**config.mk**
```make
export PLATFORM = sky130hd
export DESIGN_NAME = pipe_hold_ctrl
export DESIGN_NICKNAME = d
export VERILOG_FILES = /design/src/rtl/pipe_hold_ctrl_pkg.sv /design/src/rtl/pipe_hold_ctrl_hold_prio_arb.sv /design/src/rtl/pipe_hold_ctrl.sv
export SDC_FILE = /design/constraint.sdc
export NUM_CORES = 1
export LEC_CHECK = 0
export CAP_MARGIN = 20
export CORE_MARGIN = 2
export CORE_UTILIZATION = 41
export CTS_BUF_LIST = sky130_fd_sc_hd__clkbuf_4
export DETAILED_ROUTE_END_ITERATION = 8
export GPL_TIMING_DRIVEN = 0
export PLACE_DENSITY = 0.94
export SLEW_MARGIN = 10
export SYNTH_ARGS = -nofsm -noshare
export SYNTH_HDL_FRONTEND = slang
export SYNTH_HIERARCHICAL = 1
export SYNTH_SLANG_ARGS = --single-unit
```
**constraint.sdc**
```tcl
create_clock -name clk_i -period 8.8 [get_ports clk_i]
set_clock_uncertainty 0.1 [all_clocks]
set_input_delay 1.76 -clock clk_i [delete_from_list [all_inputs] [get_ports clk_i]]
set_output_delay 1.76 -clock clk_i [all_outputs]
set_load 0.005 [all_outputs]
```
**src/rtl/pipe_hold_ctrl_pkg.sv**
```systemverilog
// Shared types for the pipeline hold controller: hold-level encodings, hold bus
// width, controller state enum and the level-saturation helper.
package pipe_hold_ctrl_pkg;

  localparam int HOLD_BUS_W = 3;

  typedef enum logic [HOLD_BUS_W-1:0] {
    HOLD_NONE  = 3'd0,
    HOLD_PC    = 3'd1,
    HOLD_IF    = 3'd2,
    HOLD_ID_EX = 3'd3
  } hold_lvl_e;

  typedef enum logic [1:0] {
    ST_IDLE  = 2'd0,
    ST_FLUSH = 2'd1,
    ST_HOLD  = 2'd2
  } ctrl_state_e;

  // Raw request levels above ID_EX are folded onto ID_EX, the deepest hold.
  function automatic hold_lvl_e sat_lvl(input logic [HOLD_BUS_W-1:0] raw);
    return (raw > 3'd3) ? HOLD_ID_EX : hold_lvl_e'(raw);
  endfunction

endpackage

```
**src/rtl/pipe_hold_ctrl_hold_prio_arb.sv**
```systemverilog
// Hold arbiter: picks the highest requested hold level among eligible sources,
// breaking ties toward the lowest source index.
module hold_prio_arb
  import pipe_hold_ctrl_pkg::*;
#(
  parameter int NUM_SRC = 4
) (
  input  logic [NUM_SRC-1:0]            elig_i,
  input  logic [HOLD_BUS_W*NUM_SRC-1:0] lvl_i,
  output logic                          valid_o,
  output logic [HOLD_BUS_W-1:0]         lvl_o,
  output logic [$clog2(NUM_SRC)-1:0]    idx_o
);

  localparam int IDX_W = $clog2(NUM_SRC);

  hold_lvl_e        best_lvl;
  hold_lvl_e        cur_lvl;
  logic [IDX_W-1:0] best_idx;
  logic             best_vld;

  always_comb begin
    // NOTE: every variable gets a default before the loop so no path leaves it unassigned (no latch).
    best_lvl = HOLD_NONE;
    cur_lvl  = HOLD_NONE;
    best_idx = '0;
    best_vld = 1'b0;
    // Strictly-greater compare keeps the first (lowest) index on equal levels.
    for (int k = 0; k < NUM_SRC; k++) begin
      cur_lvl = sat_lvl(lvl_i[HOLD_BUS_W*k +: HOLD_BUS_W]);
      if (elig_i[k] && (cur_lvl > best_lvl)) begin
        best_lvl = cur_lvl;
        best_idx = IDX_W'(k);
        best_vld = 1'b1;
      end
    end
  end

  assign valid_o = best_vld;
  assign lvl_o   = best_lvl;
  assign idx_o   = best_idx;

endmodule

```
**src/rtl/pipe_hold_ctrl.sv**
```systemverilog
// Pipeline hold/flush controller with per-source watchdog masking.
// Optional build macro PIPE_HOLD_STATS_EN adds the stall_cnt_o statistics port.
module pipe_hold_ctrl
  import pipe_hold_ctrl_pkg::*;
#(
  parameter int NUM_SRC        = 4,
  parameter int FLUSH_CYCLES   = 1,
  parameter int TIMEOUT_CYCLES = 1024,
  parameter int ADDR_W         = 32
) (
  input  logic                          clk_i,
  input  logic                          rst_n_i,
  input  logic                          jump_flag_i,
  input  logic [ADDR_W-1:0]             jump_addr_i,
  input  logic [NUM_SRC-1:0]            hold_req_i,
  input  logic [HOLD_BUS_W*NUM_SRC-1:0] hold_lvl_i,
  output logic                          jump_flag_o,
  output logic [ADDR_W-1:0]             jump_addr_o,
  output logic [HOLD_BUS_W-1:0]         hold_flag_o,
  output logic [$clog2(NUM_SRC)-1:0]    hold_src_o,
  output logic                          timeout_o,
  output logic [NUM_SRC-1:0]            src_mask_o
`ifdef PIPE_HOLD_STATS_EN
  ,
  output logic [31:0]                   stall_cnt_o
`endif
);

  localparam int SRC_W  = $clog2(NUM_SRC);
  localparam int FCNT_W = 4;
  localparam int WD_W   = $clog2(TIMEOUT_CYCLES);
  localparam logic [FCNT_W-1:0] FLUSH_RELOAD = FCNT_W'(FLUSH_CYCLES - 1);
  localparam logic [WD_W-1:0]   WD_TERM      = WD_W'(TIMEOUT_CYCLES - 1);

  ctrl_state_e          state_q, state_d;
  logic [FCNT_W-1:0]    flush_cnt_q, flush_cnt_d;
  logic [WD_W-1:0]      wd_cnt_q, wd_cnt_d;
  logic [NUM_SRC-1:0]   src_mask_q, src_mask_d;
  logic                 timeout_q, timeout_d;

  logic [NUM_SRC-1:0]    elig;
  logic                  arb_valid;
  logic [HOLD_BUS_W-1:0] arb_lvl;
  logic [SRC_W-1:0]      arb_idx;
  logic                  flush_act;
  logic [HOLD_BUS_W-1:0] hold_lvl;
  logic [SRC_W-1:0]      hold_src;
  logic                  wd_term;

  always_comb begin
    elig = '0;
    for (int k = 0; k < NUM_SRC; k++) begin
      elig[k] = hold_req_i[k] & ~src_mask_q[k]
              & (hold_lvl_i[HOLD_BUS_W*k +: HOLD_BUS_W] != '0);
    end
  end

  hold_prio_arb #(
    .NUM_SRC (NUM_SRC)
  ) u_arb (
    .elig_i  (elig),
    .lvl_i   (hold_lvl_i),
    .valid_o (arb_valid),
    .lvl_o   (arb_lvl),
    .idx_o   (arb_idx)
  );

  // Flush already sits at the deepest level, so it simply overrides the arbiter.
  assign flush_act = jump_flag_i | (flush_cnt_q != '0);
  assign hold_lvl  = flush_act ? HOLD_ID_EX : arb_lvl;
  assign hold_src  = (arb_valid && (arb_lvl == hold_lvl)) ? arb_idx : '0;

  // A jump in the terminal cycle pre-empts the watchdog.
  assign wd_term = (state_q == ST_HOLD) && (wd_cnt_q == WD_TERM)
                 && arb_valid && !jump_flag_i;

  always_comb begin
    state_d     = state_q;
    flush_cnt_d = flush_cnt_q;
    if (jump_flag_i) begin
      flush_cnt_d = FLUSH_RELOAD;
      state_d     = (FLUSH_CYCLES > 1) ? ST_FLUSH : ST_IDLE;
    end else begin
      unique case (state_q)
        ST_IDLE: begin
          if (arb_valid) state_d = ST_HOLD;
        end
        ST_FLUSH: begin
          if (flush_cnt_q != '0) flush_cnt_d = flush_cnt_q - FCNT_W'(1);
          else                   state_d     = arb_valid ? ST_HOLD : ST_IDLE;
        end
        ST_HOLD: begin
          if (!arb_valid) state_d = ST_IDLE;
        end
        default: state_d = ST_IDLE;
      endcase
    end

    if (jump_flag_i || wd_term || (state_d != ST_HOLD)) wd_cnt_d = '0;
    else if (state_q == ST_HOLD)                         wd_cnt_d = wd_cnt_q + WD_W'(1);
    else                                                 wd_cnt_d = wd_cnt_q;

    src_mask_d = (src_mask_q & hold_req_i)
               | (wd_term ? (NUM_SRC'(1) << arb_idx) : '0);
    timeout_d  = wd_term;
  end

  always_ff @(posedge clk_i or negedge rst_n_i) begin
    // NOTE: sequential state uses <= so every register samples the pre-edge values.
    if (!rst_n_i) begin
      state_q     <= ST_IDLE;
      flush_cnt_q <= '0;
      wd_cnt_q    <= '0;
      src_mask_q  <= '0;
      timeout_q   <= 1'b0;
    end else begin
      state_q     <= state_d;
      flush_cnt_q <= flush_cnt_d;
      wd_cnt_q    <= wd_cnt_d;
      src_mask_q  <= src_mask_d;
      timeout_q   <= timeout_d;
    end
  end

  // Combinational paths are forced quiet while reset is held.
  assign jump_flag_o = rst_n_i & jump_flag_i;
  assign jump_addr_o = (rst_n_i && jump_flag_i) ? jump_addr_i : '0;
  assign hold_flag_o = rst_n_i ? hold_lvl : HOLD_NONE;
  assign hold_src_o  = rst_n_i ? hold_src : '0;
  assign timeout_o   = timeout_q;
  assign src_mask_o  = src_mask_q;

`ifdef PIPE_HOLD_STATS_EN
  logic [31:0] stall_cnt_q;

  always_ff @(posedge clk_i or negedge rst_n_i) begin
    if (!rst_n_i) begin
      stall_cnt_q <= '0;
    end else if ((hold_flag_o != HOLD_NONE) && (stall_cnt_q != '1)) begin
      stall_cnt_q <= stall_cnt_q + 32'd1;
    end
  end

  assign stall_cnt_o = stall_cnt_q;
`endif

endmodule

```
**Word level (Yosys, flattened, before mapping)**

Index checks and enable logic that the tools add are counted.

- Output and inout port bits: 43
- Logic and storage cells: 91
- Register bits after elaboration: 21
- Input bits: 51

- Shift operators: 1
- Reductions and logical operators: 22
- Muxes and demuxes: 32
- Bitwise gates (word level): 16
- Add/subtract/negate cells: 2
- Equal/unequal tests: 5
- Order comparisons: 8

Operators with widths:

| operator | number |
|---|---|
| $mux 32 | 1 |
| $mux 3 | 10 |
| $mux 10 | 2 |
| $mux 2 | 9 |
| $mux 4 | 4 |
| $gt 3x2->1 const B | 4 |
| $reduce_bool 3->1 | 4 |
| $add 10x1->10 const B | 1 |
| $eq 10x10->1 const B | 1 |
| $and 1x1->1 | 9 |
| $gt 3x3->1 | 3 |
| $logic_and 1x1->1 | 9 |
| $pmux 2 s3 | 1 |
| $reduce_bool 2->1 | 3 |
| $mux 1 | 5 |
| $and 4x4->4 | 1 |
| $not 1->1 | 4 |
| $or 4x4->4 | 1 |
| $reduce_bool 4->1 | 1 |
| $shl 1x2->4 const A | 1 |
| $sub 4x1->4 const B | 1 |
| $eq 3x3->1 | 1 |
| $gt 3x1->1 const B | 1 |
| $eq 2x1->1 const B | 1 |
| 7 further kinds | 8 |

**Depth between registers and ports, before layout**

- Depth in word-level cells: 21
- Mapped depth: 24
- Gate-level depth less buffers: 24

**Modules after synthesis**

Netlist, hierarchy kept.

Modules (own cells, without submodules):

| module | cells an instance | sequential area each (um^2) | times used | area an instance (um^2) |
|---|---|---|---|---|
| pipe_hold_ctrl | 148 | 525.5 | 1 | 1338.8 |
| hold_prio_arb | 55 | 0.0 | 1 | 446.7 |

**Worst setup path after synthesis**

OpenSTA, ideal clock, no wires.

- Path kind: input to output
- Start point: input hold_lvl_i[1]
- End point: output hold_src_o[0]
- Stages: 22
- Setup slack: 1.231 ns
- Arrival: 5.709 ns
- Required time: 6.940 ns
- Path buffers: 0
- Cells stage by stage: nor3_1 -> nor3b_1 -> o21ai_0 -> ha_1 -> nor2b_4 -> o31ai_4 -> nor2_2 -> mux2_2 -> ha_1 -> nor2b_1 -> o31ai_4 -> nor2_1 -> a21o_1 -> ha_1 -> inv_1 -> o21ai_1 -> and2_1 -> nor2_1 -> a221oi_2 -> nand3b_1 -> a21oi_2 -> and2_1

- Elaborated cells on any way between the ends: 28
- Those cells by class: order compare (5); eq/ne (1); mux (15); bitwise (1); reduce/logical (6)

RTL lines:

| element | RTL line | text |
|---|---|---|
| start: declaration | pipe_hold_ctrl.sv:16 | `input logic [HOLD_BUS_W*NUM_SRC-1:0] hold_lvl_i,` |
| $reduce_bool 3->1 (*) | pipe_hold_ctrl.sv:54 | `& (hold_lvl_i[HOLD_BUS_W*k +: HOLD_BUS_W] != '0);` |
| $and 1x1->1 (*) | pipe_hold_ctrl.sv:54 |  |
| net elig[0] | pipe_hold_ctrl.sv:41 | `logic [NUM_SRC-1:0] elig;` |
| $logic_and 1x1->1 (*) | pipe_hold_ctrl_hold_prio_arb.sv:31 | `if (elig_i[k] && (cur_lvl > best_lvl)) begin` |
| $mux 3 (*) | pipe_hold_ctrl_hold_prio_arb.sv:31 |  |
| $gt 3x3->1 | pipe_hold_ctrl_hold_prio_arb.sv:31 |  |
| $logic_and 1x1->1 | pipe_hold_ctrl_hold_prio_arb.sv:31 |  |
| $mux 3 (*) | pipe_hold_ctrl_hold_prio_arb.sv:31 |  |
| (+4 left out) | n/a |  |
| $logic_and 1x1->1 | pipe_hold_ctrl_hold_prio_arb.sv:31 |  |
| $mux 3 (*) | pipe_hold_ctrl_hold_prio_arb.sv:31 |  |
| net arb_lvl[0] | pipe_hold_ctrl.sv:43 | `logic [HOLD_BUS_W-1:0] arb_lvl;` |
| $mux 3 | pipe_hold_ctrl.sv:70 | `assign hold_lvl = flush_act ? HOLD_ID_EX : arb_lvl;` |
| $eq 3x3->1 (*) | pipe_hold_ctrl.sv:71 | `assign hold_src = (arb_valid && (arb_lvl == hold_lvl)) ? arb_idx : '0;` |
| $logic_and 1x1->1 (*) | pipe_hold_ctrl.sv:71 |  |
| $mux 2 (*) | pipe_hold_ctrl.sv:71 |  |
| $mux 2 (*) | pipe_hold_ctrl.sv:129 | `assign hold_src_o = rst_n_i ? hold_src : '0;` |
| end: declaration | pipe_hold_ctrl.sv:20 | `output logic [$clog2(NUM_SRC)-1:0] hold_src_o,` |

Mark *: on every way through the listed nets, which the timed path passes. The rest lies on a longest branch.

**Worst setup path after layout**

- Start point: input hold_req_i[0]
- End point: output hold_src_o[0]

- Word-level cells in the longest chain between the ends: 18
- Elaborated cells on any way between the ends: 25
- Those cells by class: order compare (3); eq/ne (1); mux (14); bitwise (2); reduce/logical (5)

RTL lines:

| element | RTL line | text |
|---|---|---|
| start: declaration | pipe_hold_ctrl.sv:15 | `input logic [NUM_SRC-1:0] hold_req_i,` |
| $and 1x1->1 (*) | pipe_hold_ctrl.sv:53 | `elig[k] = hold_req_i[k] & ~src_mask_q[k]` |
| $and 1x1->1 (*) | pipe_hold_ctrl.sv:54 |  |
| net elig[0] | pipe_hold_ctrl.sv:41 |  |
| $logic_and 1x1->1 (*) | pipe_hold_ctrl_hold_prio_arb.sv:31 |  |
| $mux 3 (*) | pipe_hold_ctrl_hold_prio_arb.sv:31 |  |
| $gt 3x3->1 | pipe_hold_ctrl_hold_prio_arb.sv:31 |  |
| $logic_and 1x1->1 | pipe_hold_ctrl_hold_prio_arb.sv:31 |  |
| $mux 3 (*) | pipe_hold_ctrl_hold_prio_arb.sv:31 |  |
| (+4 left out) | n/a |  |
| $logic_and 1x1->1 | pipe_hold_ctrl_hold_prio_arb.sv:31 |  |
| $mux 3 (*) | pipe_hold_ctrl_hold_prio_arb.sv:31 |  |
| net arb_lvl[0] | pipe_hold_ctrl.sv:43 |  |
| $mux 3 | pipe_hold_ctrl.sv:70 |  |
| $eq 3x3->1 (*) | pipe_hold_ctrl.sv:71 |  |
| $logic_and 1x1->1 (*) | pipe_hold_ctrl.sv:71 |  |
| $mux 2 (*) | pipe_hold_ctrl.sv:71 |  |
| $mux 2 (*) | pipe_hold_ctrl.sv:129 |  |

Marks and branches as above.

==> impl_metrics.ini <==
[run_status]
status = finished, final reports clean

[min_path]
min_path_cells = 1
min_path_type = reg -> reg
hp-start = src_mask_o[2]
min_to = src_mask_o[2]

[die]
die_w_um = 70.0
die-area_sq_mm = 0.00490
core_sq_mm = 0.00409
start_util = 0.437
die-height_um = 70.0
rows = 23
pin_count = 94

[drt]
drc_errors = 0
vias = 1856
vias_per_cell = 5.17
final_antenna_net_count = 0
wl_per_cell_um = 13.6
drt_iter0_drc = 38
wl_um = 4870
dr.pass1.iters = 4

[power_and_ir_drop]
powerDensity_mw_per_mm2 = 93.8
switchingPower_mw = 0.0843
vdd_drop_max_mv = 0.0455
p_comb_frac = 0.451
internal_power_mw = 0.190
p_total_mw = 0.274
pwr-share-clk = 0.172
p_sw_frac = 0.307
p_leak_nw = 1.34
p_seq_frac = 0.377

[timing]
tns_ns = 0
fin_hold_ws_ns = 0.444
min_period_over_period = 0.972
setup_viol = 0
fin_ws_ns = 0.250
hold_viol = 0
worst_pin_slew_ns = 0.924
maxSlewViolCount = 0
period_needed_ns = 8.55
slew_headroom = 0.382
max_freq_ghz = 0.117

[cts]
cts_num_sinks = 21
path_clk_slew_ns = 0.10
cts_made_buffers = 3
clk_latency_ns = 0.30
tritoncts = done
cts_max_path_buffers = 2
htreeDepth = 1
root_buffer = clkbuf_4

[cells_and_area]
n_antenna_cell = 0
post-route-util = 0.716
nNetsFinal = 373
drive_gt1_frac = 0.120
final_cells = 359
fin_area_sq_mm = 0.00292
mostFrequentLayoutCells = 89 x clkdlybuf4s50_1, 34 x and3_1, 21 x nor2_1, 21 x dfrtp_1
layout_commonest_cell = clkdlybuf4s50_1
areaGrowthSynthToFinish_pct = 63.8

[logic_synthesis]
synth_top_flop_cell = dfrtp_1
async_flop_share = 1.00
synthCells = 203
yosys_warnings = 6
postSynthAreaPerCell_sq_um = 8.80
synth-seq-cells = 21
syn-cell-area_sq_mm = 0.00179
synth_edf_count = 0
ys_seq_area_frac = 0.294
synth_cell_types = 45

[placement]
port_buffers = 92
dp_hpwl_um = 3840
dp_slack_ns = -0.262
place.gp.congestion = 0.824
dpl-instance-area_sq_mm = 0.00279
placed_cells = 350

[global_route]
grt_pass1_wl_um = 7890
grt_usage = 0.196
grt_max_degree = 23
grt_pass1_vias = 1836
overflow = 0
antenna_found_initial = 0

[setup_path]
reg2reg_depth = 21
cp-start-kind = primary input
r2r-start = src_mask_o[0]
r2r_slack_ns = 3.96
cp-end-kind = primary output
cp.required_ns = 6.94
critPathKind = in -> out
critical_path.max_fanout = 4
r2r_end = wd_cnt_q[4]
arrival_ns = 6.69

[flow_run]
maxCapViolCount = 0
==> sequential cells by signal (all words and copies together), names as in the netlist <==
register,flops
wd_cnt_q,10
flush_cnt_q,4
src_mask_o,4
state_q,2
timeout_o,1
==> repair_timing <==
| item | CTS | global route |
|---|---|---|
| buffers inserted | 1 | 4 |
| hold endpoints to repair | 0 | 0 |
| gates resized for setup | 5 | 11 |
| hold buffers | 0 | 0 |
| endpoints found under the setup margin | 4 | 3 |
| pin swaps | 2 | 7 |
==> worst max path at each step <==
| stage | slack, ns | start | to | cells past startpoint |
|---|---|---|---|---|
| detailed placement | -0.26 | hold_lvl_i[1] | hold_src_o[1] | 24 |
| finish | 0.25 | hold_req_i[0] | hold_src_o[0] | 23 |
| CTS | 0.02 | hold_lvl_i[1] | hold_src_o[1] | 24 |
| global placement | -0.12 | hold_lvl_i[1] | hold_src_o[1] | 24 |
| global route | -0.04 | hold_req_i[0] | hold_src_o[1] | 21 |
| floorplan | 1.23 | hold_lvl_i[1] | hold_src_o[0] | 22 |
==> per-layer routing <==
metal,GRT usage,share of wire,vias up
li1,-,-,933
met1,0.225,0.39,839
met2,0.362,0.52,77
met3,0.0447,0.073,7
met4,0.0513,0.013,0
met5,0,0,-
==> synthesized netlist by cell type (all sizes together), types with 2 or more instances <==
master	count	share of area
nand4	5	0.018
and3	34	0.12
o21a	2	0.0084
xnor2	3	0.015
dfrtp	21	0.29
nand2	6	0.013
o21ai	7	0.022
nor2	23	0.051
and4b	2	0.011
o31ai	3	0.028
nor3	5	0.014
clkbuf	8	0.017
inv	11	0.023
nor3b	4	0.017
nand3	6	0.017
a32o	4	0.022
mux2i	2	0.011
xor2	9	0.044
or3b	2	0.011
a21o	2	0.0091
mux2	2	0.015
a31oi	2	0.014
nand3b	2	0.0084
ha	12	0.084
a21oi	2	0.0077
and2	7	0.025
or2	3	0.012
nor2b	6	0.025
conb	2	0.0042
==> worst max-delay path, stage by stage <==
cell and delay (ns):
clkdlybuf4s50_1 0.49, nor3b_2 0.28, o21ai_2 0.12, ha_1 0.32, nor2b_4 0.17, o31ai_4 0.07, nor2_4 0.13, mux2_2 0.38
ha_1 0.33, nor2b_1 0.16, o31ai_4 0.25, nor2_1 0.09, a21o_1 0.19, ha_4 0.28, inv_1 0.06, o21ai_4 0.20
and2_4 0.18, nor2_1 0.05, a221oi_2 0.27, nand3b_1 0.13, a21oi_2 0.14, and2_1 0.14, clkdlybuf4s50_1 0.50
==> logic make-up after synthesis <==
logic type / count (synthesis) / share of synthesized area
adders and majority gates: 12 / 0.0841
muxes: 4 / 0.0259
other: 2 / 0.00421
xor gates and xnor gates: 12 / 0.0589
DFF: 21 / 0.294
AOI/OAI and AO/OA: 26 / 0.143
and+or+nand+nor: 106 / 0.345
buffers and inverters: 20 / 0.0442
==> power by group through the flow <==
stage          sequential [mW]  clock, mW  combinational [mW]
6_report                 0.103     0.0471               0.124
4_1_cts                  0.104     0.0494               0.116
3_5_place_dp             0.105          0               0.111
3_3_place_gp             0.105          0               0.108
2_1_floorplan            0.105          0              0.0600
5_1_grt                  0.104     0.0531               0.136
==> layout make-up <==
class,instances,area [sq um]
clock buffers,4,30.0
well taps,50,62.6
flip-flops and latches,21,526
fillers,323,1160
inverters,11,41.3
plain buffers,9,37.5
multi-input cells,167,1260
repair buffers,97,966
(Power assumes the default switching activity.)
